**src/rtl/har_bnn_pkg.sv**
```systemverilog
// Shared constants and FSM state type for the HAR BNN frame loader.
package har_bnn_pkg;

    localparam int FEAT_CNT   = 12;
    localparam int FEAT_BITS  = 4;
    localparam int IN_BITS    = 8;
    localparam int CLASS_CNT  = 6;
    localparam int SETTLE_CYC = 2;

    typedef enum logic [1:0] {
        FILL   = 2'd0,
        SETTLE = 2'd1,
        HOLD   = 2'd2
    } loader_state_t;

endpackage

```
**src/rtl/bnn_feat_quant.sv**
```systemverilog
// Raw sample to feature quantizer: truncation by default, round-half-up with
// saturation when QUANT_ROUND_EN is defined.
module bnn_feat_quant #(
    parameter int IN_BITS   = har_bnn_pkg::IN_BITS,
    parameter int FEAT_BITS = har_bnn_pkg::FEAT_BITS
) (
    input  logic [IN_BITS-1:0]   raw,
    output logic [FEAT_BITS-1:0] q
);

    // Bits below the kept field are intentionally dropped.
    logic unused_raw;
    assign unused_raw = ^raw;

`ifdef QUANT_ROUND_EN
    logic [FEAT_BITS:0] sum;

    // NOTE: every always_comb output gets a value on every path, so no latch is inferred.
    always_comb begin
        sum = {1'b0, raw[IN_BITS-1 -: FEAT_BITS]} + {{FEAT_BITS{1'b0}}, raw[IN_BITS-FEAT_BITS-1]};
        q   = sum[FEAT_BITS] ? {FEAT_BITS{1'b1}} : sum[FEAT_BITS-1:0];
    end
`else
    assign q = raw[IN_BITS-1 -: FEAT_BITS];
`endif

endmodule

```
**src/rtl/har_bnn_frame_loader.sv**
```systemverilog
// Collects FEAT_CNT quantized samples into a feature vector, lets the external
// classifier settle, then hands the registered class downstream. Option: QUANT_ROUND_EN.
module har_bnn_frame_loader
    import har_bnn_pkg::*;
#(
    parameter int FEAT_CNT   = har_bnn_pkg::FEAT_CNT,
    parameter int FEAT_BITS  = har_bnn_pkg::FEAT_BITS,
    parameter int IN_BITS    = har_bnn_pkg::IN_BITS,
    parameter int CLASS_CNT  = har_bnn_pkg::CLASS_CNT,
    parameter int SETTLE_CYC = har_bnn_pkg::SETTLE_CYC
) (
    input  logic                          clk,
    input  logic                          rst,
    input  logic                          s_valid,
    output logic                          s_ready,
    input  logic [IN_BITS-1:0]            s_data,
    input  logic                          s_last,
    output logic [FEAT_CNT*FEAT_BITS-1:0] features,
    input  logic [$clog2(CLASS_CNT)-1:0]  prediction,
    output logic                          m_valid,
    input  logic                          m_ready,
    output logic [$clog2(CLASS_CNT)-1:0]  m_class,
    output logic                          frame_err
);

    localparam int IW = (FEAT_CNT > 1) ? $clog2(FEAT_CNT) : 1;
    localparam int SW = (SETTLE_CYC > 1) ? $clog2(SETTLE_CYC) : 1;

    loader_state_t       state, state_nxt;
    logic [IW-1:0]       idx;
    logic [SW-1:0]       settle_cnt;
    logic [FEAT_BITS-1:0] q;
    logic                beat, at_end, last_ok, bad;

    bnn_feat_quant #(
        .IN_BITS  (IN_BITS),
        .FEAT_BITS(FEAT_BITS)
    ) u_quant (
        .raw(s_data),
        .q  (q)
    );

    assign s_ready = (state == FILL);
    assign beat    = s_valid && s_ready;
    assign at_end  = (idx == IW'(FEAT_CNT - 1));
    assign last_ok = beat && at_end && s_last;
    // A framing error is any disagreement between slot position and s_last.
    assign bad     = beat && (at_end != s_last);

    // NOTE: sequential state uses non-blocking assignments so all registers update together.
    always_ff @(posedge clk or posedge rst) begin
        if (rst) state <= FILL;
        else     state <= state_nxt;
    end

    always_comb begin
        state_nxt = state;
        case (state)
            FILL:    if (last_ok) state_nxt = SETTLE;
            SETTLE:  if (settle_cnt == '0) state_nxt = HOLD;
            HOLD:    if (m_valid && m_ready) state_nxt = FILL;
            default: state_nxt = FILL;
        endcase
    end

    // NOTE: the feature vector is a plain register bank, so it is reset like any other state.
    always_ff @(posedge clk or posedge rst) begin
        if (rst) begin
            idx        <= '0;
            settle_cnt <= '0;
            features   <= '0;
            m_class    <= '0;
            m_valid    <= 1'b0;
            frame_err  <= 1'b0;
        end else begin
            frame_err <= bad;
            if (beat) begin
                idx <= (bad || at_end) ? '0 : idx + 1'b1;
                if (!bad) features[idx*FEAT_BITS +: FEAT_BITS] <= q;
                if (last_ok) settle_cnt <= SW'(SETTLE_CYC - 1);
            end
            if (state == SETTLE) begin
                if (settle_cnt == '0) begin
                    m_class <= prediction;
                    m_valid <= 1'b1;
                end else begin
                    settle_cnt <= settle_cnt - 1'b1;
                end
            end
            if (state == HOLD && m_ready) m_valid <= 1'b0;
        end
    end

endmodule

```
**config.mk**
```make
export PLATFORM = sky130hd
export DESIGN_NAME = har_bnn_frame_loader
export DESIGN_NICKNAME = d
export VERILOG_FILES = /design/src/rtl/har_bnn_pkg.sv /design/src/rtl/bnn_feat_quant.sv /design/src/rtl/har_bnn_frame_loader.sv
export SDC_FILE = /design/constraint.sdc
export NUM_CORES = 1
export LEC_CHECK = 0
export CAP_MARGIN = 20
export CORE_UTILIZATION = 51
export CTS_BUF_LIST = sky130_fd_sc_hd__clkbuf_8
export DETAILED_ROUTE_END_ITERATION = 10
export GPL_ROUTABILITY_DRIVEN = 0
export HOLD_SLACK_MARGIN = 0.15
export PLACE_DENSITY = 0.79
export SLEW_MARGIN = 15
export SYNTH_ARGS = -nofsm -noshare
export SYNTH_HDL_FRONTEND = slang
export SYNTH_SLANG_ARGS = --single-unit
```
**constraint.sdc**
```tcl
create_clock -name clk -period 3.2 [get_ports clk]
set_input_delay 0.64 -clock clk [delete_from_list [all_inputs] [get_ports clk]]
set_output_delay 0.64 -clock clk [all_outputs]
set_load 0.01 [all_outputs]
```
Yosys cells after proc, flatten, opt, wreduce, memory -nomap -nowiden
Index checks and enable logic that the tools add are counted.
Widths: inputs -> output; s select.
{ "totals": {"out_inout_bits": 54, "mem_bits_rw": 0, "romBits": 0, "ff_bits": 60, "latchBits": 0, "mem_count": 0} }
{ "classes": {"n_reduce_logical": 13, "bitwise_logic": 2, "eq_ne": 8, "magnitude_cmp": 0, "mul": 0, "shift": 2, "add_sub_neg": 3, "n_div": 0, "muxes": 13} }
{ "op_table": {"columns": ["cell", "n"], "rows": [
  ["$bwmux 48", 1],
  ["$shift 4x34->48 const A", 1],
  ["$shiftx 4x34->48", 1],
  ["$neg 6->34", 1],
  ["$mux 1", 7],
  ["$logic_and 1x1->1", 6],
  ["$mux 2", 3],
  ["$pmux 2 s3", 1],
  ["$reduce_and 2->1", 3],
  ["$add 4x1->4 const B", 1],
  ["$eq 4x4->1 const B", 1],
  ["$mux 4", 1],
  ["$ne 2x1->1 const B", 2],
  ["$ne 2x2->1 const B", 2],
  ["$reduce_and 3->1", 1],
  ["$eq 2x1->1 const B", 1],
  ["$eq 2x2->1 const B", 1],
  ["$logic_not 2->1", 1],
  ["$not 1->1", 2],
  ["$reduce_bool 2->1", 1],
  ["$logic_or 1x1->1", 1],
  ["$ne 1x1->1", 1],
  ["$sub 1x1->1 const B", 1]
]} }

Depth between registers and ports, before layout
{ "depth": {"word_depth": 8, "ltp_mapped": 9, "ltp_nobuf": 6} }

Hierarchy
From an unflattened synthesis, not the netlist that was laid out.
{ "unflattened": {"cells_unflattened": 245, "area_unflattened_um2": 2930.3} }
{ "modules_own_cells": {"columns": ["mod", "seq_area_each_um2", "area_each_um2", "n_inst", "cells_per_inst"], "rows": [
  ["har_bnn_frame_loader", 1501.4, 2900.3, 1, 241],
  ["bnn_feat_quant", 0.0, 30.0, 1, 4]
]} }

Least setup slack after synthesis
Ideal clock, no wire load.
{ "synth_timing": {"path_type": "register to register", "start": "register idx[0]", "end": "register features[16]", "required_ns": 3.072, "path_stages_with_launch": 9, "setup_time_ns": 0.128, "period_less_slack_ns": 2.310, "slack_ns": 0.890, "t_arrival_ns": 2.182, "cell_sequence": "dfrtp_1 clkbuf_1 inv_1 ha_1 clkbuf_1 or2_2 nor2_2 nand4_2 mux2_1"} }
{ "synth_between": {"elab_chain_len": 5, "elab_cells_between_ends": 9, "classes_between": "1 x add/sub; 2 x eq/ne; 2 x shift; 1 x mux; 1 x bitwise; 2 x reduce/logical"} }
{ "synth_lines": {"columns": ["element", "line_no", "source"], "rows": [
  ["from (decl)", "har_bnn_frame_loader.sv:30", "logic [IW-1:0] idx;"],
  ["from (signal assigned)", "har_bnn_frame_loader.sv:78", "idx <= (bad || at_end) ? '0 : idx + 1'b1;"],
  ["parallel branches: the longest is 5 deep, another holds $neg 6->34", null, null],
  ["to (signal, indexed assignment)", "har_bnn_frame_loader.sv:79", "if (!bad) features[idx*FEAT_BITS +: FEAT_BITS] <= q;"],
  ["to (decl)", "har_bnn_frame_loader.sv:18", "output logic [FEAT_CNT*FEAT_BITS-1:0] features,"]
]} }
Parallel ways; which one is timed is not known.
A chain may end at the register's enable or synchronous reset.

Final worst setup path
{ "layout_timing": {"start": "register idx[0]", "end": "register features[33]"} }
Same word-level chain as after synthesis.

==> results.ini <==
[route]
avgViaCountPerCell = 5.180
routed.top_layer = met4
drc = 2
drt-initial-drc-count = 96
firstDrtPassIters = 7
route.met3.wl_um = 239
routed_wl_mm = 5.482
wl_met1_mm = 2.581
vias = 2010
wl_per_cell_um = 14.13
ant_nets = 0
wl_met2_mm = 2.577

[worst_setup_path]
crit_buf_inv = 1
cpMaxStageDelayCell = dfrtp_1
crit_fanout = 17
worstSetupPathType = reg2reg
cp_cell_sequence = inv_1 -> ha_1 -> or2_2 -> nor4b_1 -> nand2_1 -> mux2i_1
critical-path-top-delay-family = simple AND/OR/NAND/NOR gates
cp-end-kind = register
reg2reg_depth = 6
timing.rr.end = features[33]$_DFFE_PP0P_
max_stage_delay_ns = 0.65
r2r-start = idx[0]$_DFFE_PP0N_
r2r_slack_ns = 0.71
start_kind = register
critPathRequiredTime_ns = 3.46
arrival_ns = 2.74

[power]
leakage_nw = 1.947
max-vdd-ir-drop_v = 0.0003993
p_per_area_nw_per_um2 = 540.1

[sta]
finalMaxSlewViolations = 0
rsz0062_at_grt = false
fin_worst_skew_ns = 0.004025
layout_setup_ws_ns = 0.7119
setup-tns-final_ns = 0
setup_viol = 0
hold_viol = 0
clock.fmax_mhz = 401.9
max_slew_margin_pct = 54.63
min_period_ns = 2.488
tightest_slew_ns = 0.6712
finalCritPeriodShare_pct = 77.75

[logic_synthesis]
yosysWarnings = 0
syn_inst = 238
synth_top_area_cell = dfrtp_1
ys_seq_area_share_pct = 51.90
synth_area_per_cell_um2 = 12.15
syn_nets = 259
synth.distinct_cells = 38
yosysTopAreaCellShare_pct = 51.90
syn-cell-area_um2 = 2893
synth_seq_cells = 60
synth_area_leaders = dfrtp_1 (52%), mux2_2 (7.8%), mux2_1 (7.0%)

[placed_design]
hpwlAfterDp_mm = 4.008
preCtsSetupSlack_ns = 0.5597
port_buffers = 65
place_area_um2 = 3610

[clock_tree]
post_cts_resized = 0
cts_sinks = 60
cts_hold_buf = 0
cts_buffers = 9
postCtsSetupRepairBufs = 0
cts_htree_levels = 3
cts_root_buffer = clkbuf_8
cts.path.max_buffers = 2
clk_latency_ns = 0.33
cts_tree = built
clkSlewWorstSetupHoldPaths_ns = 0.07

[floorplanning]
die_area_um2 = 5978
ios = 70
initial_utilization_pct = 52.86
fp.dieW_um = 77.32
coreArea_um2 = 5473
die_height_um = 77.32
num_rows = 27

[grt]
grt_usage_pct = 20.57
antenna_found_initial = 0
grt_max_degree = 50
grt_pass1_vias = 1974
grt_overflow = 0
grt_pass1_wl_mm = 9.487

[outcome]
run_status = finished, violations left
violations = DRC

[finish]
drive_gt1_share_pct = 17.72
nets = 332
diodes = 0
synthToLayoutAreaGrowth_pct = 31.79
fin_area_um2 = 3812

[job]
maxCapViolCount = 0

[min_path]
whs_path_depth = 1
holdPathEnd = features[12]$_DFFE_PP0P_
hold_path.startpoint = features[12]$_DFFE_PP0P_
hold_class = reg2reg

[per-layer routing]
| layer | vias up | track usage [%] |
|---|---|---|
| met5 | - | 0 |
| met4 | 0 | 7.925 |
| met3 | 9 | 4.286 |
| met2 | 53 | 32.39 |
| met1 | 972 | 27.83 |
| li1 | 976 | - |
[metrics by stage]
stage / std cells / power [W] / util, % / hold slack, ns
after floorplan: 238 / 0.001189 / - / 0.4792
after global placement: 371 / 0.001436 / 65.96 / 0.4726
after detailed placement: 371 / 0.001446 / 65.96 / 0.4813
after CTS: 387 / 0.002079 / 69.30 / 0.4953
after global routing: 388 / 0.002174 / 69.66 / 0.5138
final: 388 / 0.002059 / 69.66 / 0.4871
[placed cells by master, fill, tap and decap left out, types with 2 or more instances in the layout]
master,n
clkdlybuf4s50_1,65
dfrtp_1,60
inv_1,20
mux2_2,20
mux2_1,18
nand2_1,17
mux2i_1,13
and3_1,13
nor2_1,12
clkbuf_8,9
o21ai_0,7
nand4_2,5
ha_1,5
clkinv_2,5
and2_1,4
nand2b_1,4
nand4_4,4
a21oi_1,3
nor3_1,3
buf_4,3
nor2b_1,2
nand4_1,2
nor2_2,2
nor4b_1,2
nand3_1,2
[Yosys cell counts]
library cell	count
dfrtp_1	60
nor4b_1	2
buf_2	1
buf_4	1
or3b_1	1
a32o_1	1
o32ai_1	1
and2_1	4
xnor2_4	1
nor2_1	12
ha_1	5
mux2_1	18
nor2_2	2
nand4_1	2
buf_6	2
nor3_2	1
inv_1	20
nor3_1	3
or2_2	1
a21o_1	1
nand3b_1	1
mux2_2	20
nor2b_1	2
and4_1	1
and3b_1	1
nand2b_1	4
nand3_1	2
clkbuf_1	3
xor2_1	1
a21oi_2	1
a21oi_1	3
nand2_1	17
nand4_2	5
nand3_2	1
nand4_4	4
o21ai_0	7
mux2i_1	13
and3_1	13
[layout make-up]
class	instances	area, um2
timing repair buffer	69	693.2
fill	441	1660
sequential	60	1501
clock inverter	7	58.81
multi-input combinational	151	1270
tap	72	90.09
inverter	20	75.07
clock buffer	9	123.9
[cells by family after synthesis]
family	share of synthesized area [%]
AOI/OAI and AO/OA	2.941
buffers and inverters	4.195
muxes	19.29
adders and majority gates	2.163
xor gates and xnor gates	1.255
DFF	51.90
and+or+nand+nor	18.25
[power breakdown]
| part | internal, W | leakage (nW) | total [W] | switching [W] |
|---|---|---|---|---|
| clock network | 0.000349 | 0.104 | 0.000625 | 0.000276 |
| logic | 0.000268 | 1.09 | 0.000514 | 0.000246 |
| registers | 0.000854 | 0.755 | 0.000920 | 0.0000655 |
| total | 0.00147 | 1.95 | 0.00206 | 0.000588 |
[how the worst max path moves through the flow]
stage | start | to | depth (start not counted)
after detailed placement | s_last | features[16]$_DFFE_PP0P_ | 4
after global placement | s_last | features[4]$_DFFE_PP0P_ | 4
after global routing | idx[0]$_DFFE_PP0N_ | features[33]$_DFFE_PP0P_ | 6
after floorplan | idx[0]$_DFFE_PP0N_ | features[16]$_DFFE_PP0P_ | 8
final | idx[0]$_DFFE_PP0N_ | features[33]$_DFFE_PP0P_ | 6
after CTS | idx[0]$_DFFE_PP0N_ | features[33]$_DFFE_PP0P_ | 6
[state kept, by name (all words and copies together) (netlist names)]
register	flops
state	2
idx	4
features	48
frame_err	1
settle_cnt	1
m_class	3
m_valid	1
[worst reg2reg max path, cell delays in order (launching register included)]
cell and delay (ns):
dfrtp_1 0.65, inv_1 0.11, ha_1 0.44, or2_2 0.34, nor4b_1 0.61, nand2_1 0.11
mux2i_1 0.15
(Power assumes the default switching activity.)
